`src/rtl/lilypad_rows.sv`:
```
// Four free-running river rows of lily pads: per-frame phase counters, wrapping X positions, frog-on-pad / frog-in-water detection.
// Latency: positions, phases and speeds update on the frame edge; collision flags are registered one frame_clk after FrogX/FrogY.
// Backpressure: none, the block advances every frame. `define LPAD_LEVEL_EN enables level_up speed-ups; otherwise level_up is ignored.
module lilypad_rows #(
    parameter int ROW_Y0    = 80,
    parameter int PAD_W     = 120,
    parameter int STEP      = 40,
    parameter int X_MAX     = 640,
    parameter int SPEED0    = 30,
    parameter int SPEED1    = 20,
    parameter int SPEED2    = 40,
    parameter int SPEED3    = 15,
    parameter int SPEED_DEC = 2
) (
    input  logic        frame_clk,
    input  logic        Reset_n,
    input  logic [10:0] FrogX,
    input  logic [10:0] FrogY,
    input  logic        level_up,
    output logic [10:0] LPad_X [0:3],
    output logic [10:0] LPad_Y [0:3],
    output logic [10:0] LPad_Width,
    output logic [5:0]  LPad_Speed [0:3],
    output logic [5:0]  LPad_Remainder_Count [3:0],
    output logic        LPad_Direction [0:3],
    output logic [3:0]  LPad_Collision,
    output logic        Water_Collision
);

    localparam int          NROWS     = 4;
    localparam logic [10:0] STEP_W    = 11'(STEP);
    localparam logic [10:0] XMAX_W    = 11'(X_MAX);
    // The frog is 40 px wide, so it is fully on a pad when its offset into the pad is at most PAD_W-40.
    localparam logic [10:0] OFF_MAX   = 11'(PAD_W - 40);
    localparam logic [3:0]  DIR_RIGHT = 4'b1010;
    localparam logic [5:0]  SPD_FLOOR = 6'd4;
    localparam logic [5:0]  DEC_W     = 6'(SPEED_DEC);

    function automatic logic [5:0] speed_reset(input int row);
        case (row)
            0:       return 6'(SPEED0);
            1:       return 6'(SPEED1);
            2:       return 6'(SPEED2);
            default: return 6'(SPEED3);
        endcase
    endfunction

    function automatic logic [10:0] row_y(input int row);
        return 11'(ROW_Y0 + 40 * row);
    endfunction

    function automatic logic [10:0] step_x(input logic [10:0] x, input logic right);
        logic [10:0] r;
        if (right)
            r = (x + STEP_W >= XMAX_W) ? x + STEP_W - XMAX_W : x + STEP_W;
        else
            r = (x < STEP_W) ? x + XMAX_W - STEP_W : x - STEP_W;
        return r;
    endfunction

    logic [5:0]  cnt_q [NROWS];
    logic [5:0]  cnt_d [NROWS];
    logic [5:0]  spd_q [NROWS];
    logic [5:0]  spd_d [NROWS];
    logic [10:0] x_q   [NROWS];
    logic [10:0] x_d   [NROWS];
    logic [10:0] off   [NROWS];
    logic [3:0]  coll_d;
    logic        in_river;
    logic        water_d;
    logic        lvl;

`ifdef LPAD_LEVEL_EN
    assign lvl = level_up;
`else
    logic unused_level_up;
    assign unused_level_up = level_up;
    assign lvl = 1'b0;
`endif

    // A level-up edge re-phases every row and suppresses any step that was due.
    always_comb begin
        for (int i = 0; i < NROWS; i++) begin
            cnt_d[i] = cnt_q[i];
            spd_d[i] = spd_q[i];
            x_d[i]   = x_q[i];
            if (lvl) begin
                cnt_d[i] = 6'd0;
                spd_d[i] = (spd_q[i] >= SPD_FLOOR + DEC_W) ? spd_q[i] - DEC_W : SPD_FLOOR;
            end else if (cnt_q[i] == spd_q[i] - 6'd1) begin
                cnt_d[i] = 6'd0;
                x_d[i]   = step_x(x_q[i], DIR_RIGHT[i]);
            end else begin
                cnt_d[i] = cnt_q[i] + 6'd1;
            end
        end
    end

    // Offset of the frog into each pad, modulo the screen width, against the pre-step position.
    always_comb begin
        coll_d   = '0;
        in_river = 1'b0;
        for (int i = 0; i < NROWS; i++) begin
            off[i] = FrogX - x_q[i];
            if (FrogX < x_q[i])
                off[i] = off[i] + XMAX_W;
            coll_d[i] = (FrogY == row_y(i)) && (off[i] <= OFF_MAX);
            in_river  = in_river | (FrogY == row_y(i));
        end
        water_d = in_river && (coll_d == 4'd0);
    end

    always_ff @(posedge frame_clk or negedge Reset_n) begin
        if (!Reset_n) begin
            for (int i = 0; i < NROWS; i++) begin
                cnt_q[i] <= 6'd0;
                spd_q[i] <= speed_reset(i);
                x_q[i]   <= 11'(160 * i);
            end
            LPad_Collision  <= 4'd0;
            Water_Collision <= 1'b0;
        end else begin
            for (int i = 0; i < NROWS; i++) begin
                cnt_q[i] <= cnt_d[i];
                spd_q[i] <= spd_d[i];
                x_q[i]   <= x_d[i];
            end
            LPad_Collision  <= coll_d;
            Water_Collision <= water_d;
        end
    end

    always_comb begin
        LPad_Width = 11'(PAD_W);
        for (int i = 0; i < NROWS; i++) begin
            LPad_X[i]               = x_q[i];
            LPad_Y[i]               = row_y(i);
            LPad_Speed[i]           = spd_q[i];
            LPad_Remainder_Count[i] = cnt_q[i];
            LPad_Direction[i]       = DIR_RIGHT[i];
        end
    end

endmodule

```
`config.mk`:
```
export PLATFORM = sky130hd
export DESIGN_NAME = lilypad_rows
export DESIGN_NICKNAME = d
export VERILOG_FILES = /design/src/rtl/lilypad_rows.sv
export SDC_FILE = /design/constraint.sdc
export NUM_CORES = 1
export LEC_CHECK = 0
export CAP_MARGIN = 5
export CORE_AREA = 3 3 123 125
export DETAILED_ROUTE_END_ITERATION = 7
export DIE_AREA = 0 0 126 128
export PLACE_DENSITY_LB_ADDON = 0.25
export SYNTH_ARGS = -nofsm -noshare
export SYNTH_HDL_FRONTEND = slang
export SYNTH_SLANG_ARGS = --single-unit
```
`constraint.sdc`:
```
create_clock -name frame_clk -period 6 [get_ports frame_clk]
set_clock_uncertainty 0.15 [all_clocks]
set_input_delay 0.9 -clock frame_clk [delete_from_list [all_inputs] [get_ports frame_clk]]
set_output_delay 0.9 -clock frame_clk [all_outputs]
set_load 0.005 [all_outputs]
```
* Word-level counts from Yosys, hierarchy flattened
Index checks and enable logic that the tools add are counted.
Cells by class: bitwise gates (word level) 3, eq/ne operators 8, add/sub/neg operators 22, magnitude comparators 12, reduce and logical (&&, ||, !) cells 6, muxes and demuxes 12
Operators by type and width (number):
- $mux W11 | 8
- $add A11 B10 Y11 const B | 6
- $le A11 B7 Y1 const B | 4
- $lt A11 B11 Y1 | 4
- $sub A11 B11 Y11 | 4
- $sub A11 B6 Y11 const B | 4
- $add A6 B1 Y6 const B | 4
- $mux W6 | 4
- $add A11 B6 Y11 const B | 2
- $eq A11 B7 Y1 const B | 2
- $eq A11 B8 Y1 const B | 2
- $ge A11 B10 Y1 const B | 2
- $lt A11 B6 Y1 const B | 2
- $sub A11 B10 Y11 const B | 2
- $eq A6 B5 Y1 const B | 2
- $eq A6 B4 Y1 const B | 1
- $eq A6 B6 Y1 const B | 1
- $logic_and A1 B1 Y1 | 5
- $logic_not A4 Y1 | 1
- $or A1 B1 Y1 | 3
Word-level totals: bits in registers 73, input port bits 25, output and inout port bits 156, word-level logic and storage cells 73

* Depth between registers and ports, before layout
word-level depth 7, gate-level depth with buffers 14

* Worst setup path before layout
OpenSTA, ideal clock, no wires.
kind input to register, from input port FrogX[3], to register Water_Collision, path buffers 0, library setup time 131 ps, arrival time 3117 ps, setup slack 2601 ps, cell stages on the path 13, data required time 5719 ps, path through inv_1 > ha_1 > o211ai_1 > nand2_1 > a21oi_1 > xor2_1 > inv_1 > ha_1 > or2_1 > o22ai_1 > nand2_1 > a221oi_2 > nor4_2
On the way: longest elaborated chain between the ends 7, elaborated cells between the ends (all ways) 26
Ends and longest elaborated chain:
- start: declaration | line 17 | input logic [10:0] FrogX,
- $sub A11 B11 Y11 | line 104 | off[i] = FrogX - x_q[i];
- $add A11 B10 Y11 | line 106 | off[i] = off[i] + XMAX_W;
- $mux W11 (*) | line 105 | if (FrogX < x_q[i])
- $le A11 B7 Y1 (*) | line 107 | coll_d[i] = (FrogY == row_y(i)) && (off[i] <= OFF_MAX);
- $logic_and A1 B1 Y1 (*) | line 107
- named net coll_d[2] | line 68 | logic [3:0] coll_d;
- $logic_not A4 Y1 (*) | line 110 | water_d = in_river && (coll_d == 4'd0);
- $logic_and A1 B1 Y1 (*) | line 110
- named net water_d | line 70 | logic water_d;
- end signal: assignment | line 129 | Water_Collision <= water_d;
- end: declaration | line 27 | output logic Water_Collision
Mark *: on every way through the listed nets, which the timed path passes. The rest lies on a longest branch. A chain may end at the register's enable or synchronous reset.

* Worst setup path in the final report
from input port FrogX[3], to register Water_Collision
On the way: longest elaborated chain between the ends 7, elaborated cells between the ends (all ways) 26
Ends and longest elaborated chain (line):
- $sub A11 B11 Y11 | 104
- $add A11 B10 Y11 | 106
- $mux W11 | 105
- $le A11 B7 Y1 | 107
- $logic_and A1 B1 Y1 | 107
- $logic_not A4 Y1 (*) | 110
- $logic_and A1 B1 Y1 (*) | 110
- named net water_d | 70
Marked as above.

==> metrics <==
CTS Buffer Depth=2; full die area=16100 um^2; data arrival at the endpoint of the critical path=4170 ps; worst relative slew slack=44.8%; number of hold buffers added after CTS=0; Worst Setup Start Kind=input pin; synthesized cell area=5790 um^2; run status=finished, final reports clean; vias in the first global route=~4600; startpoint-to-endpoint class of the critical path=in2reg; Total Wirelength=around 13 mm; total setup buffers inserted after CTS=0; largest cells by area after synthesis=dfrtp_1 23%, buf_4 12%, ha_1 12%; async set-or-reset flop fraction in the synthesized netlist=100%; initial drt markers=approximately 190; port bufs=84; proportion of synthesized chip area in sequential cells=a little over a quarter; total power density per cell area=between 150 and 200 nW/um^2; Max FO, Critical Path=4; floorplan row count=between 40 and 50; total of cells resized after clock tree synthesis=0; Tmin final=approximately 4000 ps; insertion delay of the later-clocked pin in the worst-skew pair=approximately 340 ps; height of the die=around 130 um; total congestion overflow=0; root buffer cell=clkbuf_16; number of placed I/O pins=roughly 180; Mapped Cells=between 600 and 700; class of the most critical hold timing path=reg2reg; post-route worst setup slack=~1900 ps; number of levels in the clock H-tree=3; average instance area after synthesis=about 8.6 um^2; library cell with the largest summed area after synthesis=dfrtp_1; worst slack at placement=roughly 1600 ps; DIE WIDTH=between 100 and 150 um; number of synthesized flops with an enable pin=0; number of antenna violations at the first check in global routing=0; Worst Max-Slew Pin Slew=about 830 ps; Antenna diodes=0; clock tree from TritonCTS=built; period utilization=68.5%; unrepaired setup endpoints after global routing=no; combined area of the multi-input logic cells=about 3700 um^2; final setup fails=0; share of cells above drive strength 1=between 6 and 7%; average routed wire per standard cell=between 10 and 15 um; required time of the critical path=slightly above 6000 ps; most common cell after layout, fill and taps aside=conb_1; number of antenna-violating nets in the routed design=0; Core ar.=14000 um^2; area added between synthesis and finish=17.2%; Synthesis Warnings=0; flops & latches, synth=slightly above 60; Reg area=roughly 1500 um^2; All-Layer GR Usage=around 17%; Layout fillers=1350; count of clock tree sinks=61; commonest cells after routing, fill and taps aside=95 x conb_1, 83 x clkdlybuf4s50_1, 54 x ha_1; total CTS buffers=9; Max Transition Viols Final=0; type of destination of the critical path=flop; effective utilization at floorplan=41.4%; Max Clk Rate=approximately 240 MHz; leakage power=slightly below 3 nW; first-pass GRT wire length=approximately 22 mm; ratio of routed vias to standard cells=4.97; final design area excluding fillers=6780 um^2; unique cell type count in the Yosys netlist=between 70 and 80; maximum number of pins on one net before global-route repair=62; DRC violations left=0; weighted congestion reported at the end of routability-driven placement=0.861; clk slew on worst S/H paths=approximately 60 ps; Overall Power=approximately 1.2 mW; share of the synthesized area in the top cell type=a little under a quarter; count of max-cap constraint violations=0; first drt pass iteration count=5; total number of vias=roughly 4700; main flop type after synthesis=dfrtp_1; Layout Nets=839; instance area at placement=around 6400 um^2; Max VDD drop=0.104 mV; number of hold violations in the final report=0; sum of negative setup slack=0 ps; post-detailed-placement half-perimeter wirelength=between 10 and 15 mm
==> cell type report <==
cell class | instances | area share [%]
Clock inverter | 5 | 1.22
Timing Repair Buffer | 86 | 12.5
Inverter | 42 | 2.32
Clock buffer | 11 | 3.73
Tap cell | 180 | 3.32
Multi-Input combinational cell | 558 | 54.2
Sequential cell | 61 | 22.6
==> where the power goes <==
| group | internal [mW] | switching [mW] | leakage [nW] |
|---|---|---|---|
| combinational | 0.0686 | 0.104 | 2.07 |
| sequential | 0.412 | 0.00000305 | 0.729 |
| clock | 0.387 | 0.194 | 0.166 |
==> sequential cells by signal (all words and copies together) (netlist names) <==
register	count
LPad_Remainder_Count	24
Water_Collision	1
LPad_Collision	4
LPad_X	32
==> worst max-delay path: stages <==
cell,delay (ps)
clkdlybuf4s50_1,560
inv_1,170
ha_1,260
fa_1,390
nand2b_1,190
a21oi_1,260
a21oi_1,150
ha_1,230
nor4_1,260
mux2_2,200
o211ai_1,100
o31ai_1,430
nor4_2,60
==> path summary, 6_finish.rpt <==
kind	start	slack, ps	to	cells after the start
max	FrogX[3]	1890	Water_Collision$_DFF_PN0_	13
min	LPad_Remainder_Count[11]$_DFF_PN0_	350	LPad_Remainder_Count[11]$_DFF_PN0_	1
max reg2reg	LPad_X[27]$_DFFE_PN1N_	2690	Water_Collision$_DFF_PN0_	11
min reg2reg	LPad_Remainder_Count[11]$_DFF_PN0_	350	LPad_Remainder_Count[11]$_DFF_PN0_	1
max in group asynchronous	Reset_n	4570	LPad_Collision[2]$_DFF_PN0_	2
min in group asynchronous	Reset_n	600	LPad_Remainder_Count[4]$_DFF_PN0_	2
==> routing by layer <==
layer  up-vias  track usage, %  wire (um)
met2       136            29.4       6440
met5         -               0          0
li1       2337               -          -
met1      2189            20.2       5850
met4         0            7.89        398
met3        26            2.63        622
==> synthesized netlist by cell type (12+ instances only) <==
cell type and count:
dfrtp_1 53, xor2_1 17, o21ai_0 29, xnor2_1 44, ha_1 54, a21oi_1 36, o21a_1 12, nor3_1 14
nand2_1 38, nand3_1 21, nand2b_1 14, nor2_1 53, inv_1 42, buf_4 95
==> cell families after synthesis <==
kind of cell | Yosys count | share of synthesized area, %
buffers and inverters | 147 | 16.0
other | 2 | 0.130
AND/OR/NAND/NOR | 198 | 17.8
flip-flops | 61 | 26.5
XOR/XNOR | 61 | 9.23
AO/OA/AOI/OAI | 146 | 17.6
multiplexers | 2 | 0.389
adder cells (fa/ha/maj) | 56 | 12.4
==> stage by stage <==
stage,hold WS [ps],cells,utilization [%]
after floorplan,331,766,-
after global placement,328,927,46.1
after detailed placement,341,927,46.1
after CTS,350,943,48.5
after global routing,360,943,48.5
final,347,943,48.5
Power figures use the tool's default switching activity.
